`src/rtl/branch_flag_eval.sv`:
```
// RV32I branch decision stage: turns ALU compare flags plus funct3 into a taken/error
// decision held behind a valid/ready handshake, with saturating delivery counters.
module branch_flag_eval (
  input  logic        clk,
  input  logic        rst_n,
  input  logic        in_valid,
  output logic        in_ready,
  input  logic [3:0]  alu_sel,
  input  logic [2:0]  funct3,
  input  logic        negative,
  input  logic        borrow,
  input  logic        carry_out,
  input  logic        overflow,
  input  logic        zero,
  output logic        out_valid,
  input  logic        out_ready,
  output logic        taken,
  output logic        branch_err,
  input  logic        cnt_clr,
  output logic [15:0] eval_cnt,
  output logic [15:0] taken_cnt
);

  localparam logic [0:0] IDLE = 1'b0;
  localparam logic [0:0] RESP = 1'b1;
  localparam logic [3:0] ALU_SUB = 4'b1000;
  localparam logic [15:0] CNT_MAX = 16'hFFFF;

  logic [0:0] state;
  logic       capture;
  logic       deliver;
  logic [1:0] decision;
  logic       unused_carry;

  // Returns {branch_err, taken}; only a subtract compare with a defined funct3 is usable.
  function automatic logic [1:0] decide(
    input logic [3:0] sel,
    input logic [2:0] f3,
    input logic       n,
    input logic       b,
    input logic       v,
    input logic       z
  );
    logic [1:0] res;
    if (sel != ALU_SUB) begin
      res = 2'b10;
    end else begin
      case (f3)
        3'b000:  res = {1'b0, z};
        3'b001:  res = {1'b0, ~z};
        3'b100:  res = {1'b0, n ^ v};
        3'b101:  res = {1'b0, ~(n ^ v)};
        3'b110:  res = {1'b0, b};
        3'b111:  res = {1'b0, ~b};
        default: res = 2'b10;
      endcase
    end
    return res;
  endfunction

  assign unused_carry = carry_out;

  // Handshake decode; in RESP a new compare is accepted only as the held one drains.
  always_comb begin
    out_valid = (state == RESP);
    if (state == IDLE) begin
      in_ready = 1'b1;
    end else begin
      in_ready = out_ready;
    end
    capture  = in_valid & in_ready;
    deliver  = out_valid & out_ready;
    decision = decide(alu_sel, funct3, negative, borrow, overflow, zero);
  end

  // Two-state hold register for the decision.
  always_ff @(posedge clk or negedge rst_n) begin
    if (!rst_n) begin
      state      <= IDLE;
      taken      <= 1'b0;
      branch_err <= 1'b0;
    end else begin
      case (state)
        IDLE: begin
          if (capture) begin
            state      <= RESP;
            taken      <= decision[0];
            branch_err <= decision[1];
          end
        end
        RESP: begin
          if (capture) begin
            taken      <= decision[0];
            branch_err <= decision[1];
          end else if (deliver) begin
            state <= IDLE;
          end
        end
        default: state <= IDLE;
      endcase
    end
  end

  // Saturating delivery counters; a clear beats a coincident delivery.
  always_ff @(posedge clk or negedge rst_n) begin
    if (!rst_n) begin
      eval_cnt  <= 16'h0000;
      taken_cnt <= 16'h0000;
    end else if (cnt_clr) begin
      eval_cnt  <= 16'h0000;
      taken_cnt <= 16'h0000;
    end else if (deliver) begin
      if (eval_cnt != CNT_MAX) begin
        eval_cnt <= eval_cnt + 16'h0001;
      end
      if (taken && (taken_cnt != CNT_MAX)) begin
        taken_cnt <= taken_cnt + 16'h0001;
      end
    end
  end

endmodule

```
`config.mk`:
```
export PLATFORM = sky130hd
export DESIGN_NAME = branch_flag_eval
export DESIGN_NICKNAME = d
export VERILOG_FILES = /design/src/rtl/branch_flag_eval.sv
export SDC_FILE = /design/constraint.sdc
export NUM_CORES = 1
export LEC_CHECK = 0
export CORE_MARGIN = 2
export CORE_UTILIZATION = 49
export DETAILED_ROUTE_END_ITERATION = 12
export PLACE_DENSITY = 0.83
export SETUP_SLACK_MARGIN = 0.5
export SYNTH_ARGS = -nofsm -noshare
export SYNTH_HDL_FRONTEND = slang
export SYNTH_SLANG_ARGS = --single-unit
```
`constraint.sdc`:
```
create_clock -name clk -period 2 [get_ports clk]
set_input_delay 0.4 -clock clk [delete_from_list [all_inputs] [get_ports clk]]
set_output_delay 0.4 -clock clk [all_outputs]
set_load 0.03 [all_outputs]
```
# Yosys cells after proc, flatten, opt, wreduce, memory -nomap -nowiden
# Index checks and enable logic that the tools add are counted.
dict set report totals {
  ff_bits 35
  inputBits 17
  output_inout_bits 36
}
dict set report classes {
  add_sub_neg 2
  n_eq_ne 8
  muxes 15
  n_bitwise 7
  reduce_logical 7
}
# cell count
set op_table {}
lappend op_table {{2-to-1 mux 16 bit} 6}
lappend op_table {{adder 16 x 1 -> 16 bit (second input constant)} 2}
lappend op_table {{inequality test 16 bit (second input constant)} 2}
lappend op_table {{== test 3 bit (second input constant)} 4}
lappend op_table {{case mux 2 bit (6 select lines)} 1}
lappend op_table {{2-to-1 mux 1 bit} 6}
lappend op_table {{nonzero test 2 bit} 3}
lappend op_table {{inequality test 4 bit (second input constant)} 1}
lappend op_table {{inverter 1 bit} 4}
lappend op_table {{AND reduction 2 bit} 2}
lappend op_table {{== test 3 x 1 -> 1 bit (second input constant)} 1}
lappend op_table {{zero test 3 bit} 1}
lappend op_table {{AND 1 bit} 2}
lappend op_table {{2-to-1 mux 2 bit} 1}
lappend op_table {{case mux 1 bit (2 select lines)} 1}
lappend op_table {{logical AND 1 bit} 1}
lappend op_table {{XOR 1 bit} 1}

# Logic depth before layout (Yosys ltp)
# Gate-level depths: netlist of the first run.
dict set report logic_depth {
  depth_word 5
  ltp_mapped 7
  ltp_nobuf 5
}

# Worst setup path before layout of the first run
# OpenSTA, ideal clock, no wires.
dict set report synth_timing {
  kind {flip-flop to flip-flop}
  start {reg taken_cnt[0]}
  end {reg taken_cnt[7]}
  setup_ps 119
  arrival_time_ps 1892
  slack_ps -11
  path_stages_with_launch 7
  n_path_buf 1
  period_less_slack_ps 2011
  path_cell_list {dfrtp_1 -> ha_1 -> nand3_1 -> nor4_2 -> buf_2 -> nor4_1 -> o21ba_2}
}
dict set report synth_via {
  elab_chain_len 4
  word_cells_on_any_way 8
  classes_between {add/sub: 1; eq/ne: 1; mux: 3; reduce/logical: 3}
}
# item line_no
set synth_lines {}
lappend synth_lines {{start, declared} 21} ;# output logic [15:0] taken_cnt
lappend synth_lines {{start signal, assigned} 117} ;# taken_cnt <= taken_cnt + 16'h0001;
lappend synth_lines {{adder 16 x 1 -> 16 bit or inequality test 16 bit (tied branches)} {117, 116}}
lappend synth_lines {{2-to-1 mux 16 bit or logical AND 1 bit (tied branches)} 116} ;# if (taken && (taken_cnt != CNT_MAX)) begin
lappend synth_lines {{2-to-1 mux 16 bit or nonzero test 2 bit (tied branches)} --}
lappend synth_lines {{2-to-1 mux 16 bit or AND reduction 2 bit (tied branches)} --}
# Several ways; a longest one is shown, not always the timed one. The select of a mux whose other input is x is not followed.
# A chain may end at the register's enable or synchronous reset.

# Final worst setup path of the first run
dict set report layout_timing {
  start {reg eval_cnt[13]}
  end {reg eval_cnt[6]}
}
dict set report layout_via {
  elab_chain_len 3
}
# item line_no
set layout_lines {}
lappend layout_lines {{start, declared} 20} ;# output logic [15:0] eval_cnt,
lappend layout_lines {{start signal, assigned} 114} ;# eval_cnt <= eval_cnt + 16'h0001;
lappend layout_lines {{inequality test 16 bit} 113} ;# if (eval_cnt != CNT_MAX) begin
lappend layout_lines {{nonzero test 2 bit (no line)} --}
lappend layout_lines {{AND reduction 2 bit (no line)} --}
# Every way passes these cells.

==> out/summary.txt, run 1 <==
====================================================================================
Result of the run                                                       finished, violations left
Violations in the final reports                                         setup timing
Static leakage power                                                     0.001540 uW
Area growth from synthesis to layout                                          88.90%
Floorplan core area                                                     0.003971 sq mm
Buffers on Ports                                                                  51
Pwr/cell area                                                           427.5 mW/mm^2
Category of the critical setup timing path                              register to register
Setup Viol. Count Final                                                            1
Hold violation count in the final report                                           0
DRC violation count after routing                                                  0
Clock sink count                                                                  35
Class of the worst hold path                                            primary input to asynchronous set/reset pin
Gate count after technology mapping                                              217
Antenna-violating nets left                                                        0
Routed length per placed instance                                       28.51 microns
Max-slew headroom                                                             63.22%
Required arrival time at the worst endpoint                                  2220 ps
Routed wire length                                                      11,750 microns
Clock network fraction of design power                                         43.5%
Util after Layout                                                             95.94%
Vias in the first global route                                                 2,585
Net switching share of the total power                                        26.03%
Transition time at the pin with the least slew margin                       548.6 ps
Most used standard cell by instance count after synthesis               sky130_fd_sc_hd__dfrtp_1
Number of buffers added by the clock tree synthesis step                           5
Total Negative Setup Slacks                                                -68.66 ps
Clock root cell                                                         sky130_fd_sc_hd__clkbuf_8
Proportion of layout cells with a drive suffix above 1                        67.96%
Syn_nets                                                                         236
Number of antenna violations at the first check in global routing                  0
Die W                                                                   68.16 microns
Via density                                                                    7.442
Total of warnings raised by yosys                                                  0
GRT Overall Usage                                                             36.82%
Gpl congestion                                                                0.7980
Count of TritonRoute iterations in the first routing pass                          7
Number of antenna repair diodes                                                    0
Mean instance size in the synthesized netlist                            9.295 sq um
Effective utilization at floorplan                                            50.79%
RSZ-0062 raised after global routing                                            true
Worst setup margin                                                         -68.66 ps
Shortest clock period the worst path allows after layout                     2069 ps
H-tree levels                                                                      2
Worst supply voltage drop on vdd                                           0.5075 mV
Critical path data arrival time                                              2290 ps
Internal power                                                               1205 uW
Top cells by count, synth                                               sky130_fd_sc_hd__dfrtp_1, sky130_fd_sc_hd__a21oi_1, sky130_fd_sc_hd__nand2_1, sky130_fd_sc_hd__o31ai_1, sky130_fd_sc_hd__or4_1
Clock Latency Late Sink                                                       310 ps
Maximum clock rate                                                        0.4834 GHz
Seq pwr share                                                                  44.3%
CTS tree                                                                       built
Post-synth EDFFs                                                                   0
Share of the cycle needed by the critical path after routing                  103.4%
Ports                                                                             53
DRC violation total after the first TritonRoute iteration                        510
Net count, final                                                                 380
Dominant synthesized flop cell                                          sky130_fd_sc_hd__dfrtp_1
Leftover overflow at the end of global routing                                     0
Proportion of synthesized flip-flops having asynchronous set or reset         100.0%
Critical path fanouts, max                                                         6
Clock Skews                                                                 19.52 ps
Switching pwr                                                               424.0 uW
Max_cap viols                                                                      0
Startpoint type of the worst setup path                                     register
Global-route wire length before repair                                  12,590 microns
Floorplan die height                                                    68.16 microns
Setup crit end kind                                                         register
Number of fill cells in the layout                                                83
Placed wire-length estimate after detailed placement                    3507 microns
Distinct cell type count after synthesis                                          39
Area leader, netlist                                                    sky130_fd_sc_hd__dfrtp_1
Number of storage elements in the synthesis netlist                               35
Die footprint                                                           0.004645 sq mm
Maximum number of buffers from clock root to sink                                  2
Top cells by area, synth                                                sky130_fd_sc_hd__dfrtp_1, sky130_fd_sc_hd__a21oi_1, sky130_fd_sc_hd__o31ai_1, sky130_fd_sc_hd__or4_1, sky130_fd_sc_hd__nand4_1
Rows                                                                              23
Final count of pins violating max slew                                             0
Share of the synthesized area in the top cell type                            43.42%
Gate power share                                                               12.2%
Routed vias                                                                    3,066
Area of the mapped netlist                                              0.002017 sq mm
Clock-pin slew on the worst setup and hold paths                               90 ps
Share of the yosys chip area belonging to registers                           43.42%
Pin count of the biggest net entering global routing                              36
====================================================================================
==> metrics by stage <==
step           hold slack, ps  area, sq um  instances  total power [uW]  setup WS, ps
3_3_place_gp            489.4         2761        324             868.1        -202.7
6_report                527.9         3810        412              1629        -68.66
3_5_place_dp            504.5         2761        324             869.9        -227.4
4_1_cts                 516.8         3390        382              1544         247.7
5_1_grt                 535.8         3810        412              1652        -136.8
2_1_floorplan           104.4         2148        217             791.2         198.3
==> final timing paths <==
| kind | start | end | slack (ps) | cells after the start |
|---|---|---|---|---|
| worst max-delay path | eval_cnt[13] | eval_cnt[6] | -70 | 6 |
| worst max register to register | eval_cnt[13] | eval_cnt[6] | -70 | 6 |
| worst min-delay path | rst_n | eval_cnt[0] | 530 | 2 |
| worst min register to register | branch_err | branch_err | 550 | 1 |
| max in group asynchronous | rst_n | eval_cnt[10] | 1080 | 2 |
| min in group clk | branch_err | branch_err | 550 | 1 |
==> per-layer routing <==
metal / vias to the layer above / share of wire [%] / global-route usage (%)
li1: 1143 / - / -
met1: 1414 / 33 / 44.11
met2: 360 / 44 / 58.50
met3: 149 / 14 / 9.704
met4: 0 / 9.5 / 23.25
met5: - / 0 / 0
==> sequential cells by signal (all words and copies together) (netlist names) <==
register,count
eval_cnt,16
taken_cnt,16
branch_err,1
out_valid,1
taken,1
==> cell type report <==
class                           instances  area [sq um]  share of cell area, %
Multi-Input combinational cell        169          1548                  40.62
Timing Repair Buffer                  146          1152                  30.25
Sequential cell                        35         914.6                  24.01
Clock buffer                            6         82.58                  2.167
Tap cell                               50         62.56                  1.642
Clock inverter                          2         35.03                 0.9195
Inverter                                4         15.01                 0.3941
==> power by group through the flow <==
stage / logic (uW) / clock network (uW) / registers [uW]
CTS: 149 / 675 / 720
floorplan: 46.2 / 0 / 745
global route: 204 / 727 / 722
finish: 198 / 708 / 722
detailed placement: 134 / 0 / 736
global placement: 133 / 0 / 735
==> critical path, cell delays in order (launching register included) <==
cell,delay (ps)
sky130_fd_sc_hd__dfrtp_2,440
sky130_fd_sc_hd__nand4_1,260
sky130_fd_sc_hd__buf_4,250
sky130_fd_sc_hd__buf_4,130
sky130_fd_sc_hd__nor3_2,420
sky130_fd_sc_hd__o21ai_0,260
sky130_fd_sc_hd__a21oi_1,230
==> kinds of logic (layout without fill, tap and decap cells) <==
family / count (synthesis) / in the layout / share of synthesized area [%]
simple gates: 99 / 100 / 30.83
buf+inv: 14 / 158 / 2.853
compound gates: 61 / 61 / 18.55
mux: 4 / 4 / 2.233
xor+xnor: 2 / 2 / 0.8686
flops: 35 / 35 / 43.42
fa+ha+maj: 2 / 2 / 1.240
==> what timing repair did <==
item                       in CTS  in global routing
pin swaps                      37                 29
hold endpoints to repair        0                  0
setup endpoints to repair      68                 58
resized for setup             148                102
hold buffers                    0                  0
cloned                          2                  1
setup buffers                  48                 29
==> cell usage in the layout, fill, tap and decap left out, drive strengths merged, types with 3 or more instances in the layout <==
| cell | synthesis | layout |
|---|---|---|
| or4 | 18 | 18 |
| clkbuf | 6 | 20 |
| o21ai | 11 | 11 |
| a21oi | 26 | 26 |
| or3 | 10 | 10 |
| clkdlybuf4s15 | 0 | 4 |
| buf | 4 | 113 |
| clkdlybuf4s50 | 0 | 14 |
| nor2 | 5 | 5 |
| nor3 | 4 | 4 |
| nand4 | 12 | 12 |
| o31ai | 17 | 17 |
| nor2b | 3 | 3 |
| nand2b | 3 | 3 |
| mux2 | 4 | 4 |
| nor4 | 4 | 4 |
| nand3 | 9 | 9 |
| inv | 4 | 4 |
| nand2 | 17 | 18 |
| dfrtp | 35 | 35 |
| nor4b | 4 | 4 |
Note: power is estimated with default switching activity, not from simulation.
==> run 2: changes to the inputs <==
--- a/config.mk
+++ b/config.mk
@@ -5,11 +5,13 @@
 export SDC_FILE = /design/constraint.sdc
 export NUM_CORES = 1
 export LEC_CHECK = 0
+export ABC_CLOCK_PERIOD_IN_PS = 2000
 export CORE_MARGIN = 2
 export CORE_UTILIZATION = 49
 export DETAILED_ROUTE_END_ITERATION = 12
 export PLACE_DENSITY = 0.83
 export SETUP_SLACK_MARGIN = 0.5
+export SLEW_MARGIN = 20
 export SYNTH_ARGS = -nofsm -noshare
 export SYNTH_HDL_FRONTEND = slang
 export SYNTH_SLANG_ARGS = --single-unit
==> results of run 2 <==
Final layout, timing and power as in run 1 (identical DEF).
==> run 3: changes to the inputs <==
--- a/config.mk
+++ b/config.mk
@@ -9,7 +9,7 @@
 export CORE_MARGIN = 2
 export CORE_UTILIZATION = 49
 export DETAILED_ROUTE_END_ITERATION = 12
-export PLACE_DENSITY = 0.83
+export PLACE_DENSITY = 0.8
 export SETUP_SLACK_MARGIN = 0.5
 export SLEW_MARGIN = 20
 export SYNTH_ARGS = -nofsm -noshare
==> run 3 against run 2 <==
- the flow now finishes without violations
- die area unchanged
- setup slack better by 160 ps
- combinational power decreased by 9%
- final cell count fell by 2.2%
- critical path type unchanged
- largest cell class unchanged
==> out/summary.txt, run 3 (synthesis results as in run 1) <==
================================================================================
Clock network fraction of design power                                     39.4%   -4.1 points
Startpoint type of the worst setup path                                 register
Final total power                                                        1490 uW   -8.5%
Clock Latency Late Sink                                                   310 ps   about the same
Result of the run                                                   complete, no violations
Required arrival time at the worst endpoint                              2220 ps   about the same
Antenna-violating nets left                                                    0   unchanged
Die footprint                                                       0.004645 sq mm   unchanged
Max-slew headroom                                                         52.39%   -11 points
Max_cap viols                                                                  0   unchanged
Clock-pin slew on the worst setup and hold paths                           80 ps   about the same
Final design instance area without fill                             0.003630 sq mm   -4.7%
Share of the cycle needed by the critical path after routing              95.21%   -8.2 points
Count of TritonRoute iterations in the first routing pass                      5   -2
Hold violation count in the final report                                       0   unchanged
Critical path fanouts, max                                                     5   -1
Vias in the first global route                                             2,394   -7.4%
Util after Layout                                                         91.40%   -4.5 points
Floorplan core area                                                 0.003971 sq mm   unchanged
Number of antenna violations at the first check in global routing              0   unchanged
Worst reg-to-reg setup slack                                              100 ps   +160 ps
Ports                                                                         53   unchanged
Clock sink count                                                              35   unchanged
Effective utilization at floorplan                                        50.79%   unchanged
Rows                                                                          23   unchanged
DRC violation count after routing                                              0   unchanged
Area growth from synthesis to layout                                      79.96%
Setup crit end kind                                                     register
Placed wire-length estimate after detailed placement                3555 microns   +1.4%
Ordered cell list for the critical path                             nand4_1 -> or4b_4 -> or4_1 -> a21oi_1
Switching pwr                                                           380.9 uW   -10%
Maximum clock rate                                                    0.5252 GHz   +8.6%
Static leakage power                                                 0.001493 uW   -3.0%
Gpl congestion                                                            0.7949   -0.39%
RSZ-0062 raised after global routing                                        true
Clock Skews                                                             9.505 ps   -10.02 ps
Routed length per placed instance                                   23.08 microns   -19%
CTS tree                                                                   built
H-tree levels                                                                  2   unchanged
Die W                                                               68.16 microns   unchanged
Category of the critical setup timing path                          register to register
Number of buffers added by the clock tree synthesis step                       5   unchanged
Clock root cell                                                     sky130_fd_sc_hd__clkbuf_8
Commonest non-fill, non-tap cells in the layout                     sky130_fd_sc_hd__buf_4, sky130_fd_sc_hd__dfrtp_2, sky130_fd_sc_hd__buf_2, sky130_fd_sc_hd__a21oi_1, sky130_fd_sc_hd__clkdlybuf4s50_1
Placed cell areas                                                   0.002754 sq mm   -0.27%
Critical path data arrival time                                          2120 ps   -170 ps
Cell with the biggest individual delay on the critical path         sky130_fd_sc_hd__or4b_4
Count of hold-fix buffers inserted at cts                                      0   unchanged
Most common cell after layout, fill and taps aside                  sky130_fd_sc_hd__buf_4
Buffers on Ports                                                              51   unchanged
Net count, final                                                             371   -2.4%
Routed vias                                                                2,746   -10%
GRT Overall Usage                                                         32.45%   -4.4 points
Routed wire length                                                  9300 microns   -21%
Proportion of layout cells with a drive suffix above 1                    62.04%   -5.9 points
Transition time at the pin with the least slew margin                   708.6 ps   +160.0 ps
Crit Reg-Reg Startpoint                                             taken_cnt[10]
Number of antenna repair diodes                                                0   unchanged
Leftover overflow at the end of global routing                                 0   unchanged
Global-route wire length before repair                              11,230 microns   -11%
Pwr/cell area                                                       410.4 mW/mm^2   -4.0%
Maximum number of buffers from clock root to sink                              2   unchanged
Registers with the most flip-flops                                  eval_cnt x16, taken_cnt x16
Seq pwr share                                                              48.5%   +4.2 points
Delay of the slowest critical-path stage                                  600 ps   +160 ps
Shortest clock period the worst path allows after layout                 1904 ps   -164.5 ps
Pre-CTS setup slack                                                    -218.0 ps   +9.313 ps
Worst supply voltage drop on vdd                                       0.4142 mV   -18%
Worst setup margin                                                      95.86 ps   +164.5 ps
Floorplan die height                                                68.16 microns   unchanged
Internal power                                                           1109 uW   -8.0%
Class of the worst hold path                                        primary input to asynchronous set/reset pin
Via density                                                                6.814   -8.4%
Cell depth of the worst flop-to-flop path                                      4   -2
Final count of pins violating max slew                                         0   unchanged
Pin count of the biggest net entering global routing                          36   unchanged
Net switching share of the total power                                    25.57%   -0.46 points
Gate power share                                                           12.2%   about the same
DRC violation total after the first TritonRoute iteration                    383   -25%
Setup Viol. Count Final                                                        0   -1
Reg2Reg Capture Point                                               taken_cnt[15]
================================================================================
==> run 3: power by group through the flow <==
stage / Combinational [uW] / Clock, uW / Sequential, uW
2_1_floorplan: 46.2 / 0 / 745
3_3_place_gp: 131 / 0 / 735
4_1_cts: 149 / 584 / 720
6_report: 181 / 587 / 722
5_1_grt: 190 / 622 / 722
3_5_place_dp: 133 / 0 / 735
==> run 3: through the flow <==
stage / TNS (ps) / hold slack [ps] / std cells
floorplan: 0 / 104.4 / 217
global placement: -2252 / 491.8 / 323
detailed placement: -2809 / 515.4 / 323
CTS: 0 / 530.6 / 386
global route: 0 / 554.0 / 403
finish: 0 / 508.8 / 403
==> run 3: worst max-delay path: cells and delay by family, from the launching register on <==
kind | cells | cell delay [ps]
AND/OR/NAND/NOR | 3 | 1180
flip-flops | 1 | 430
AO/OA/AOI/OAI | 1 | 200
==> run 3: timing repair <==
item                                    in CTS  in global routing
resized for setup                          152                 69
cloned                                       1                  1
pin swaps                                   30                 29
setup buffers                               54                 16
endpoints found under the setup margin      68                 54
==> run 3: area by class of cell <==
cell class	instances	area, sq um
Multi-Input combinational cell	169	1468
Inverter	4	15.01
Fill cell	166	341.6
Tap cell	50	62.56
Timing Repair Buffer	137	1071
Clock buffer	8	100.1
Sequential cell	35	913.4
==> run 3: layer usage <==
| layer | vias up | track usage (%) | wire length (microns) |
|---|---|---|---|
| met5 | - | 0 | 0 |
| met4 | 0 | 14.50 | 570 |
| met3 | 73 | 7.566 | 976 |
| met2 | 255 | 53.28 | 4420 |
| met1 | 1289 | 40.50 | 3333 |
| li1 | 1129 | - | - |
==> run 3: worst max-delay path by stage <==
stage	startpoint	to	slack [ps]
6_report	taken_cnt[10]	taken_cnt[15]	100
5_1_grt	taken_cnt[10]	taken_cnt[15]	50
4_1_cts	taken_cnt[0]	taken_cnt[13]	290
3_5_place_dp	out_ready	taken_cnt[15]	-220
3_3_place_gp	out_ready	taken_cnt[15]	-210
2_1_floorplan	taken_cnt[0]	taken_cnt[15]	200
==> edit 1, RTL diff (settings of run 1) <==
`CNT_MAX`: 16'hFFFF -> 16'h7FFF.
--- a/src/rtl/branch_flag_eval.sv
+++ b/src/rtl/branch_flag_eval.sv
@@ -25,5 +25,5 @@
   localparam logic [0:0] RESP = 1'b1;
   localparam logic [3:0] ALU_SUB = 4'b1000;
-  localparam logic [15:0] CNT_MAX = 16'hFFFF;
+  localparam logic [15:0] CNT_MAX = 16'h7FFF;
 
   logic [0:0] state;
Formal check against the unedited RTL: same outputs for any inputs over 10 cycles, from zero or initial values and one cycle with rst_n low; that may be too few to reach the edited logic, so the function may still have changed.
==> edit 1 against run 1 <==
Clock power down 17%. Combinational power down 28%. Sequential share of layout area up 5.2 points. Worst setup slack better by 180 ps. Area after synthesis down 3.0%. Worst hold slack worse by 5.0 ps. Wire length down 43%. Highest routed layer unchanged. Core utilization down 13 points. Via count down 28%. Sequential cell count unchanged. Critical path type unchanged. Total power down 11%. Design area down 18%. Largest power group unchanged.
==> edit 1: results (changes against run 1) <==
Drt
  – First-iteration detailed-routing DRC count: 227 (was 510)
  – Detail-routed net length per standard cell: 19.0 um (was 28.5 um)
  – Number of detailed-route iterations in the first pass: 4 (was 7)
  – Detailed-route wire length: 6660 um (was 11,700 um)
  – Mean number of vias per cell: 6.35 (was 7.44)

Final layout
  – Layout cells sized above 1: 48.3% (was 68.0%)
  – Registers with the highest flip-flop counts: eval_cnt x16, taken_cnt x16 (unchanged)
  – Nets: 320 (was 380)
  – Layout fillers: 224 (was 83)

Clock network
  – Clock network latency to the later pin of the worst-skew pair: 290 ps (was 310 ps)
  – Cell at the root of the clock tree: sky130_fd_sc_hd__clkbuf_8 (unchanged)
  – Max H-tree Level: 2 (unchanged)

Placed design
  – Placed cell areas: 0.00273 mm^2 (was 0.00276 mm^2)
  – Post-DP HPWL: 3450 um (was 3510 um)
  – Global placement routability congestion: 0.806 (was 0.798)

Critical path
  – Max Fanout on Critical Path: 8 (was 6)
  – Worst path arrival time: 2090 ps (was 2290 ps)
  – Largest stage delay on the critical path: 410 ps (was 440 ps)

Pwr
  – Worst VDD drop: 0.397 mV (was 0.507 mV)
  – Static Leakage: 1.24 nW (was 1.54 nW)

STA
  – Slew at the pin closest to its max-slew limit: 480 ps (was 549 ps)
  – Worst clock skew: 6.24 ps (was 19.5 ps)

Global routing
  – Total routing resource utilization after global routing: 28.3% (was 36.8%)
  – First-pass GRT wire length: 9760 um (was 12,600 um)
  – Vias in the first global route: 2,030 (was 2,585)

Outcome
  – Result of the run: completed (was finished, violations left)

Yosys
  – Top post-synthesis cells by count: 35 x sky130_fd_sc_hd__dfrtp_1, 25 x sky130_fd_sc_hd__a21oi_1, 12 x sky130_fd_sc_hd__nor2_1 (was 35 x sky130_fd_sc_hd__dfrtp_1, 26 x sky130_fd_sc_hd__a21oi_1, 17 x sky130_fd_sc_hd__nand2_1, 17 x sky130_fd_sc_hd__o31ai_1, 17 x sky130_fd_sc_hd__or4_1)
  – Register area share after synthesis: 44.8% (was 43.4%)
  – Number of library cell types mapped by synthesis: 40 (was 39)
  – Post-synth net total: 229 (was 236)
  – Cell types with the largest area share after synthesis: sky130_fd_sc_hd__dfrtp_1 45%, sky130_fd_sc_hd__a21oi_1 6.4%, sky130_fd_sc_hd__nand4_1 3.2% (was sky130_fd_sc_hd__dfrtp_1 43%, sky130_fd_sc_hd__a21oi_1 6.5%, sky130_fd_sc_hd__o31ai_1 6.3%)
  – Synthesized instance count: 210 (was 217)

Worst hold path
  – Kind of path behind the tightest hold check: primary input to async pin (unchanged)
==> edit 1: cell count changes after synthesis, moves of 6 or more <==
| cell | before | now |
|---|---|---|
| sky130_fd_sc_hd__nor2_1 | 5 | 12 |
| sky130_fd_sc_hd__xnor2_1 | 1 | 7 |
| sky130_fd_sc_hd__or4_1 | 17 | 3 |
| sky130_fd_sc_hd__nand2_1 | 17 | 11 |
| sky130_fd_sc_hd__o31ai_1 | 17 | 3 |
==> edit 1: worst paths after layout <==
kind                            slack (ps)       endpoint         start  depth (start not counted)
worst max-delay path                   110   taken_cnt[0]  taken_cnt[0]                          8
worst min-delay path                   520  taken_cnt[12]         rst_n                          2
worst max register to register         110   taken_cnt[0]  taken_cnt[0]                          8
worst min register to register         540     branch_err    branch_err                          1
max in group asynchronous             1110    eval_cnt[1]         rst_n                          2
min in group clk                       540     branch_err    branch_err                          1
==> edit 1: kinds of logic after synthesis <==
family	synth area share (%)
AND/OR/NAND/NOR	29.1
AO/OA/AOI/OAI	14.4
XOR/XNOR	5.37
buffers and inverters	2.30
multiplexers	2.75
adder cells (fa/ha/maj)	1.28
flip-flops	44.8
==> edit 1: power breakdown <==
group          switching (mW)  internal [mW]
clock                   0.270          0.315
sequential             0.0100          0.714
combinational          0.0771         0.0654
total                   0.357           1.09
==> edit 1: per-stage QoR <==
| step | setup slack [ps] | power [mW] |
|---|---|---|
| 6_report | 113 | 1.45 |
| 5_1_grt | 50.7 | 1.48 |
| 2_1_floorplan | 161 | 0.790 |
| 3_5_place_dp | -269 | 0.868 |
| 3_3_place_gp | -232 | 0.866 |
| 4_1_cts | 222 | 1.44 |
==> edit 1: routing by layer <==
metal | global-route usage [%] | share of wire [%] | vias up
met5 | 0 | 0 | -
met4 | 12.0 | 2.9 | 0
met3 | 5.67 | 7.4 | 18
met2 | 45.3 | 48 | 122
met1 | 37.6 | 41 | 1099
li1 | - | - | 982
==> edit 1: layout make-up <==
cell class                 instances  area [um^2]  area share, %
inverter                           5         18.8          0.601
clock buffer                       8          100           3.21
tap                               48         60.1           1.92
timing repair buffer              91          717           23.0
multi-input combinational        163         1310           42.1
sequential                        35          911           29.2
==> edit 1: what timing repair did <==
| item | 4_1_cts | 5_1_grt |
|---|---|---|
| setup buffers | 15 | 11 |
| pin swaps | 19 | 11 |
| endpoints found under the setup margin | 68 | 50 |
| cloned | 1 | 0 |
| gates resized for setup | 115 | 44 |
==> edit 2, RTL diff (settings of run 1) <==
Made on the original files. Put one more register stage on the output `eval_cnt`, without a reset. The value now appears one clock later. The other outputs are not delayed to match.
--- a/src/rtl/branch_flag_eval.sv
+++ b/src/rtl/branch_flag_eval.sv
@@ -26,4 +26,6 @@
   localparam logic [3:0] ALU_SUB = 4'b1000;
   localparam logic [15:0] CNT_MAX = 16'hFFFF;
+
+  logic [15:0] eval_cnt_s0;
 
   logic [0:0] state;
@@ -105,12 +107,12 @@
   always_ff @(posedge clk or negedge rst_n) begin
     if (!rst_n) begin
-      eval_cnt  <= 16'h0000;
+      eval_cnt_s0 <= 16'h0000;
       taken_cnt <= 16'h0000;
     end else if (cnt_clr) begin
-      eval_cnt  <= 16'h0000;
+      eval_cnt_s0 <= 16'h0000;
       taken_cnt <= 16'h0000;
     end else if (deliver) begin
-      if (eval_cnt != CNT_MAX) begin
-        eval_cnt <= eval_cnt + 16'h0001;
+      if (eval_cnt_s0 != CNT_MAX) begin
+        eval_cnt_s0 <= eval_cnt_s0 + 16'h0001;
       end
       if (taken && (taken_cnt != CNT_MAX)) begin
@@ -120,4 +122,8 @@
   end
 
+  always_ff @(posedge clk) begin
+    eval_cnt <= eval_cnt_s0;
+  end
+
 endmodule
 
Check against the original RTL: not equivalent (a bounded check fails within 4 cycles, from zero or initial values and one cycle with rst_n low).
==> edit 2 against run 1 <==
Count of clock-buffer cells in the layout shrank 1. Design area up 2.9%. Worst setup slack better by 180 ps. Total power up 22%. Sequential cell count up 16. Area after synthesis is 14% higher. Wire length fell by 28%. Clock skew is 12 ps lower. First-iteration DRC count decreased by 43%. Critical path type unchanged. Largest power group unchanged.
==> edit 2: results (changes against run 1) <==
STA
  – Hold slack: 454 ps (was 528 ps)
  – Worst clock skew: 7.75 ps (was 19.5 ps)

Final layout
  – Post-route non-filler standard cell count: 403 (was 412)
  – Nets: 369 (was 380)

Yosys
  – Xor and xnor fraction of the mapped netlist area: 4.56% (was 0.868%)
  – Register area share after synthesis: 51.9% (was 43.4%)
  – Cell types with the largest area share after synthesis: sky130_fd_sc_hd__dfrtp_1 38%, sky130_fd_sc_hd__dfxtp_1 14%, sky130_fd_sc_hd__a21oi_1 5.6% (was sky130_fd_sc_hd__dfrtp_1 43%, sky130_fd_sc_hd__a21oi_1 6.5%, sky130_fd_sc_hd__o31ai_1 6.3%)
  – Number of library cell types mapped by synthesis: 37 (was 39)
  – Multiplexer share of the synthesized area: 2.33% (was 2.23%)
  – Post-synth net total: 246 (was 236)
  – Fraction of the mapped netlist area in compound gates: 12.4% (was 18.5%)
  – Top post-synthesis cells by count: 35 x sky130_fd_sc_hd__dfrtp_1, 26 x sky130_fd_sc_hd__a21oi_1, 16 x sky130_fd_sc_hd__dfxtp_1 (was 35 x sky130_fd_sc_hd__dfrtp_1, 26 x sky130_fd_sc_hd__a21oi_1, 17 x sky130_fd_sc_hd__nand2_1, 17 x sky130_fd_sc_hd__o31ai_1, 17 x sky130_fd_sc_hd__or4_1)
  – Share of async-settable or async-resettable flops after synthesis: 68.6% (was 100%)
  – Synthesized instance count: 227 (was 217)
  – Share of synthesized cell area in full adder, half adder and majority cells: 1.09% (was 1.24%)

Critical path
  – Worst reg-to-reg path cell count: 9 (was 6)
  – Reg-to-reg startpoint: taken (was eval_cnt[13])
  – Worst reg2reg path endpoint: taken_cnt[10] (was eval_cnt[6])
  – Max Fanout on Critical Path: 3 (was 6)
  – Worst path arrival time: 2140 ps (was 2290 ps)
  – Worst-case register-to-register setup slack: 110 ps (was -70 ps)

Global routing
  – Total routing resource utilization after global routing: 24.8% (was 36.8%)
  – Vias in the first global route: 2,081 (was 2,585)
  – First-pass GRT wire length: 10,100 um (was 12,600 um)
  – Pin count of the biggest net entering global routing: 37 (was 36)

Drt
  – Detailed-route wire length: 8420 um (was 11,700 um)
  – First-iteration detailed-routing DRC count: 291 (was 510)
  – Via count: 2,542 (was 3,066)

Worst hold path
  – Kind of path behind the tightest hold check: register to register (was primary input to async pin)

Pwr
  – Worst VDD drop: 0.499 mV (was 0.507 mV)
  – Static Leakage: 1.69 nW (was 1.54 nW)

Outcome
  – Result of the run: completed (was finished, violations left)
edit 2: logic make-up (layout without fill, tap and decap cells):
family,Yosys count,count (layout)
AO/OA/AOI/OAI,47,47
XOR/XNOR,12,12
adder cells (fa/ha/maj),2,2
buffers and inverters,16,140
flip-flops,51,51
multiplexers,5,5
AND/OR/NAND/NOR,94,94
edit 2: routing by layer:
metal | track usage (%) | vias up | part of all wire [%]
li1 | - | 1102 | -
met4 | 10.3 | 0 | 3.1
met2 | 38.6 | 163 | 49
met3 | 4.14 | 35 | 6.9
met1 | 34.4 | 1242 | 41
met5 | 0 | - | 0
edit 2: worst max-delay path by stage:
stage | start | end | slack (ps) | cells after the start
after detailed placement | out_ready | taken_cnt[11] | -300 | 5
after CTS | taken_cnt[8] | taken_cnt[15] | 170 | 4
after floorplan | taken_cnt[5] | taken_cnt[15] | 30 | 5
final | taken | taken_cnt[10] | 110 | 9
after global routing | taken | taken_cnt[10] | 40 | 9
after global placement | out_ready | taken_cnt[15] | -240 | 5
edit 2: stage by stage:
step                utilization (%)  setup TNS [ps]  cell area, um^2
finish                         88.2               0             3920
global placement               68.3            -799             3030
detailed placement             68.3           -1440             3030
global route                   88.2               0             3920
CTS                            78.1               0             3470
floorplan                         -               0             2370
edit 2: where the power goes:
group / internal, mW / total (mW) / switching (mW)
Combinational: 0.0943 / 0.194 / 0.0992
Clock: 0.380 / 0.753 / 0.374
Sequential: 1.04 / 1.04 / 0.00599
edit 2: area by class of cell:
class,count,area [um^2],area share [%]
multi-input cells,160,1420,36.1
flip-flops and latches,51,1220,31.1
repair buffers,124,1070,27.4
clock buffers,5,68.8,1.76
well taps,52,65.1,1.66
clock inverters,3,47.5,1.21
inverters,8,30.0,0.766
edit 2: repair_timing:
item                                   in CTS  in global routing
pin swaps                                  27                 30
cloned                                      0                  0
hold buffers                                0                  0
gates resized for setup                   101                101
endpoints found under the hold margin       0                  0
buffers inserted                           34                 20
setup endpoints to repair                  67                 46
edit 2: critical path, cell delays in order, from the launching register on:
cell and delay (ps):
sky130_fd_sc_hd__dfrtp_1 400, sky130_fd_sc_hd__buf_6 110, sky130_fd_sc_hd__buf_6 90, sky130_fd_sc_hd__buf_6 90, sky130_fd_sc_hd__buf_6 100, sky130_fd_sc_hd__and3_4 190
sky130_fd_sc_hd__o211ai_1 170, sky130_fd_sc_hd__buf_4 190, sky130_fd_sc_hd__or3_4 330, sky130_fd_sc_hd__a21oi_2 140
